**src/rtl/wb_regfile_scoreboard.sv**
```systemverilog
// MEM/WB consumer: write-back select, 32x32 register file with same-cycle bypass,
// and a per-register pending-write scoreboard driving the ID-stage RAW stall.
module wb_regfile_scoreboard #(
  parameter int NREG = 32,
  parameter int DW   = 32,
  parameter int CW   = 2
) (
  input  logic          clk,
  input  logic          rst,
  input  logic [1:0]    mem_to_reg,
  input  logic          reg_write,
  input  logic [DW-1:0] read_data,
  input  logic [DW-1:0] alu_in,
  input  logic [4:0]    mux_reg_dst,
  input  logic [DW-1:0] addPC,
  output logic [DW-1:0] wb_data,
  input  logic [4:0]    read_reg1,
  input  logic [4:0]    read_reg2,
  input  logic          use1,
  input  logic          use2,
  output logic [DW-1:0] read_data1,
  output logic [DW-1:0] read_data2,
  input  logic          issue_valid,
  input  logic [4:0]    issue_reg,
  input  logic          kill_valid,
  input  logic [4:0]    kill_reg,
  output logic          stall,
  output logic          sb_error
);

  logic [DW-1:0] regs_r        [NREG];
  logic [CW-1:0] pending_r     [NREG];
  logic [CW-1:0] pending_nxt_s [NREG];
  logic [DW-1:0] wb_data_s;
  logic [DW-1:0] rd1_s, rd2_s;
  logic [CW:0]   res_s;
  logic          err_any_s;
  logic          ret1_s, ret2_s, hazard1_s, hazard2_s;
  logic          sb_error_r;

  // Returns {error, clamped count} for cur + inc - dec_wb - dec_kill.
  function automatic logic [CW:0] next_count(input logic [CW-1:0] cur, input logic inc,
                                             input logic dec_wb, input logic dec_kill);
    logic signed [CW+1:0] sum;
    sum = $signed({2'b00, cur}) + $signed({{(CW+1){1'b0}}, inc})
        - $signed({{(CW+1){1'b0}}, dec_wb}) - $signed({{(CW+1){1'b0}}, dec_kill});
    if (sum < $signed({(CW+2){1'b0}})) begin
      next_count = {1'b1, {CW{1'b0}}};
    end else if (sum > $signed({2'b00, {CW{1'b1}}})) begin
      next_count = {1'b1, {CW{1'b1}}};
    end else begin
      next_count = {1'b0, sum[CW-1:0]};
    end
  endfunction

  // Write-back source select; the reserved encoding falls back to the ALU result.
  always_comb begin
    case (mem_to_reg)
      2'b00:   wb_data_s = alu_in;
      2'b01:   wb_data_s = read_data;
      2'b10:   wb_data_s = addPC;
      default: wb_data_s = alu_in;
    endcase
  end

  // Read ports with bypass of the value retiring this cycle.
  always_comb begin
    ret1_s = reg_write && (mux_reg_dst == read_reg1);
    ret2_s = reg_write && (mux_reg_dst == read_reg2);
    if (read_reg1 == 5'd0) begin
      rd1_s = {DW{1'b0}};
    end else if (ret1_s) begin
      rd1_s = wb_data_s;
    end else begin
      rd1_s = regs_r[read_reg1];
    end
    if (read_reg2 == 5'd0) begin
      rd2_s = {DW{1'b0}};
    end else if (ret2_s) begin
      rd2_s = wb_data_s;
    end else begin
      rd2_s = regs_r[read_reg2];
    end
  end

  // RAW hazard: outstanding producers beyond the one covered by the bypass.
  always_comb begin
    hazard1_s = (read_reg1 != 5'd0) && (pending_r[read_reg1] > CW'(ret1_s));
    hazard2_s = (read_reg2 != 5'd0) && (pending_r[read_reg2] > CW'(ret2_s));
  end

  // Next pending counts; $0 is never tracked.
  always_comb begin
    err_any_s        = 1'b0;
    res_s            = {(CW+1){1'b0}};
    pending_nxt_s[0] = {CW{1'b0}};
    for (int r = 1; r < NREG; r++) begin
      res_s = next_count(pending_r[r],
                         issue_valid && (issue_reg == r[4:0]),
                         reg_write && (mux_reg_dst == r[4:0]),
                         kill_valid && (kill_reg == r[4:0]));
      pending_nxt_s[r] = res_s[CW-1:0];
      err_any_s        = err_any_s | res_s[CW];
    end
  end

  // Register file, scoreboard and sticky error state.
  always_ff @(posedge clk or negedge rst) begin
    if (!rst) begin
      for (int i = 0; i < NREG; i++) begin
        regs_r[i]    <= {DW{1'b0}};
        pending_r[i] <= {CW{1'b0}};
      end
      sb_error_r <= 1'b0;
    end else begin
      if (reg_write && (mux_reg_dst != 5'd0)) begin
        regs_r[mux_reg_dst] <= wb_data_s;
      end
      for (int i = 0; i < NREG; i++) begin
        pending_r[i] <= pending_nxt_s[i];
      end
      sb_error_r <= sb_error_r | err_any_s;
    end
  end

  assign wb_data    = wb_data_s;
  assign read_data1 = rd1_s;
  assign read_data2 = rd2_s;
  assign stall      = (use1 && hazard1_s) || (use2 && hazard2_s);
  assign sb_error   = sb_error_r;

endmodule
```
**config.mk**
```make
export PLATFORM = sky130hd
export DESIGN_NAME = wb_regfile_scoreboard
export DESIGN_NICKNAME = d
export VERILOG_FILES = /design/src/rtl/wb_regfile_scoreboard.sv
export SDC_FILE = /design/constraint.sdc
export NUM_CORES = 2
export LEC_CHECK = 0
export CAP_MARGIN = 20
export CORE_MARGIN = 2
export CORE_UTILIZATION = 62
export DETAILED_ROUTE_END_ITERATION = 16
export GPL_TIMING_DRIVEN = 1
export HOLD_SLACK_MARGIN = 0.02
export PLACE_DENSITY = 0.81
export SYNTH_ARGS = -nofsm -noshare
export SYNTH_HDL_FRONTEND = slang
export SYNTH_SLANG_ARGS = --single-unit
```
**constraint.sdc**
```tcl
create_clock -name clk -period 4.2 [get_ports clk]
set_input_delay 0.84 -clock clk [delete_from_list [all_inputs] [get_ports clk]]
set_output_delay 0.84 -clock clk [all_outputs]
set_load 0.02 [all_outputs]
```
==> run_results.csv <==
group,metric,value,unit
sta,maxSlewViolCount,0,
yosys,yosys.cell_types.count,50,
yosys,synth_area_leaders,"dfrtp_1 45%, mux4_2 20%, o21ai_0 8.2%",
pwr,p_per_area,460,mW/mm²
sta,slew_headroom,9.27,%
finish,final_common_cell,"nand2_1",
floorplanning,die_w,318,µm
clocking,clockBufferDepth,3,
yosys,yosys.area.top_type,"dfrtp_1",
drt,drt_wl_total,222,mm
yosys,netlist_area,0.0611,mm²
sta,tightest_slew,1.36,ns
floorplanning,io_pins,228,
finish,mostFrequentLayoutCells,"1105 x nand2_1, 1081 x dfrtp_1, 999 x o21ai_0, 554 x mux4_2, 348 x buf_4",
flow_run,maxCapViolations,0,
global_route,gr-total-overflow,0,
yosys,ys.flop_type,"dfrtp_1",
clocking,cts_tree,"built",
yosys,seq_area_frac_synth,44.5,%
worst_setup_path,crit_required,3.36,ns
yosys,synthArstFlopShare,100,%
placed_design,dpl_worst_slack,-1.03,ns
yosys,syn_inst,5678,
finish,nFillCells,5968,
finish,syn2layout_area_growth,17.4,%
sta,hold_ws,0.207,ns
sta,hold_violations,0,
clocking,ctsHoldBuffers,0,
drt,dr_total_vias,52400,
drt,avgRoutedWirePerCell,30.5,µm
pwr,power,33.0,mW
drt,drt_iter0_drc,8836,
clocking,htree_levels,3,
worst_setup_path,crit_fanout,15,
worst_setup_path,reg2reg_depth,10,
worst_setup_path,arrival,3.48,ns
global_route,antenna_found_initial,9,
worst_setup_path,rrSetupSlack,1.40,ns
drt,drt_pass1_iterations,7,
clocking,clk_latency,0.74,ns
yosys,synth_top_area_share,44.5,%
placed_design,place_congestion,0.965,
worst_setup_path,critical-path-top-delay-family,"buffers and inverters",
finish,drive_gt1_share,22.5,%
placed_design,place_hpwl,131,mm
global_route,grt_pass1_wl,327,mm
worst_setup_path,cp-start-kind,"input pin",
worst_hold_path,min_path_type,"in -> async",
global_route,grt_pass1_vias,53500,
worst_setup_path,r2r_start,"pending_r[30]$_DFF_PN0_",
floorplanning,core,0.0980,mm²
yosys,synthesis.nets,6029,
finish,finalCoreUtilization,73.2,%
worst_setup_path,crit_buf_inv,6,
finish,nets,6241,
drt,avgViaCountPerCell,7.20,
pwr,max-vdd-ir-drop,0.404,mV
worst_setup_path,cp_slowest_cell,"mux4_2",
floorplanning,rows,115,
floorplanning,start_util,62.3,%
drt,ant_nets,0,
floorplanning,die_y,318,µm
clocking,cts.clk_slew.worst_paths,0.06,ns
sta,fin_crit_sh,103,%
global_route,grtUsageTotal,43.6,%
worst_setup_path,path_cells,"buf_8 -> buf_4 -> buf_12 -> bufbuf_16 -> mux4_2 -> mux2i_1 -> a22oi_1 -> nand3_2 -> o22ai_1 -> buf_4 -> dlygate4sd2_1",
yosys,avgSynthCellArea,10.8,µm²
worst_setup_path,cpMostUsedCell,"buf_4",
status,violations,"setup timing",
floorplanning,dieArea,0.101,mm²
yosys,ys_ff_latch,1087,
sta,min_period,4.32,ns
global_route,grt_max_degree,91,
placed_design,port_buffers,227,
sta,rsz0062_at_grt,"true",
clocking,cts_buffers,109,
worst_setup_path,max_stage_delay,0.50,ns
pwr,p_leak,32.6,nW
clocking,cts-root-buf,"clkbuf_16",
sta,setup_violations,9,
worst_setup_path,path_class,"in -> out",
drt,drt_drc_violations_left,0,
sta,worst_clock_skew,0.0112,ns
sta,fmax,0.231,GHz
yosys,synth_edf_count,0,
status,outcome,"finished with violations",
worst_setup_path,crit_path_end_kind,"output pin",
worst_setup_path,worst_r2r_endpoint,"sb_error$_DFF_PN0_",
sta,finalWorstSetupSlack,-0.123,ns
yosys,ys_warn_count,0,
clocking,numClockSinks,1087,
==> worst register-to-register path, delay by kind of cell, from the launching register on <==
kind | cells | cell delay (ns)
fa+ha+maj | 4 | 1.40
simple gates | 3 | 0.51
flops | 1 | 0.44
buf+inv | 3 | 0.32
==> sequential cells by signal (all words and copies together) (netlist names) <==
name	flops
regs_r	1024
pending_r	62
sb_error	1
==> layout make-up <==
class                           instances  area [µm²]  share of cell area [%]
Tap cell                             1287        1610                    2.24
Timing Repair Buffer                  664        6910                    9.63
Clock inverter                         38         469                   0.654
Multi-Input combinational cell       3721       31000                    43.3
Clock buffer                          162        3330                    4.64
Antenna cell                            5        12.5                  0.0174
Sequential cell                      1087       27200                    37.9
Inverter                              307        1150                    1.61
==> metrics by stage <==
step / area (µm²) / std cells / TNS (ns)
2_1_floorplan: 61100 / 5678 / 0
3_3_place_gp: 67100 / 7034 / -32.06
3_5_place_dp: 67100 / 7035 / -37.46
4_1_cts: 71300 / 7248 / -0.0191
5_1_grt: 71700 / 7266 / -0.185
6_report: 71700 / 7271 / -0.738
==> cells in the mapped netlist, drive strengths merged, types with 2 or more instances <==
master,n
nand3,98
nand4,11
a22oi,77
nor4,7
or2,4
ha,159
nand2,1140
dfrtp,1087
o211ai,19
o221ai,3
mux2i,157
nand3b,2
and3,2
clkbuf,421
and3b,3
a211oi,48
and2,9
o22ai,47
o21ai,1001
nor2b,63
inv,306
mux4,554
nor2,158
a21oi,29
nor3,3
xor2,8
o32ai,2
buf,143
nor3b,4
a22o,6
xnor2,2
a221oi,6
fa,62
mux2,16
o21a,6
nand2b,8
==> kinds of logic (layout without fill, tap and decap cells) <==
kind of cell,after synthesis,after routing,synth area share [%]
AND/OR/NAND/NOR,1515,1516,10.0
AO/OA/AOI/OAI,1247,1247,11.1
flip-flops,1087,1087,44.5
buffers and inverters,871,1171,5.67
multiplexers,727,727,23.3
adder cells (fa/ha/maj),221,221,5.29
XOR/XNOR,10,10,0.143
other,0,5,0
==> power breakdown <==
group          switching (mW)  internal, mW
logic                    4.36          3.90
clock network            4.48          5.93
registers                1.89          12.4
==> routing by layer <==
layer  global-route usage, %  share of wire [%]
met1                    52.1                 31
met2                    63.3                 44
met3                    16.8                 16
met4                    35.1                9.6
met5                       0              0.046
==> worst max path at each step <==
stage / start / slack, ns / endpoint / cells past startpoint
6_report: read_reg1[0] / -0.12 / read_data1[7] / 11
5_1_grt: read_reg1[0] / -0.15 / read_data1[7] / 11
4_1_cts: pending_r[40]$_DFF_PN0_ / -0.02 / stall / 9
3_5_place_dp: mux_reg_dst[3] / -1.03 / stall / 13
3_3_place_gp: mux_reg_dst[3] / -0.96 / stall / 13
2_1_floorplan: read_reg2[0] / 0.18 / stall / 10
==> repair_timing <==
action	CTS	global route
resized for setup	128	45
pin swaps	12	9
gates cloned	5	4
setup buffers	9	15
setup endpoints to repair	69	59
Note: power is estimated with default switching activity, not from simulation.
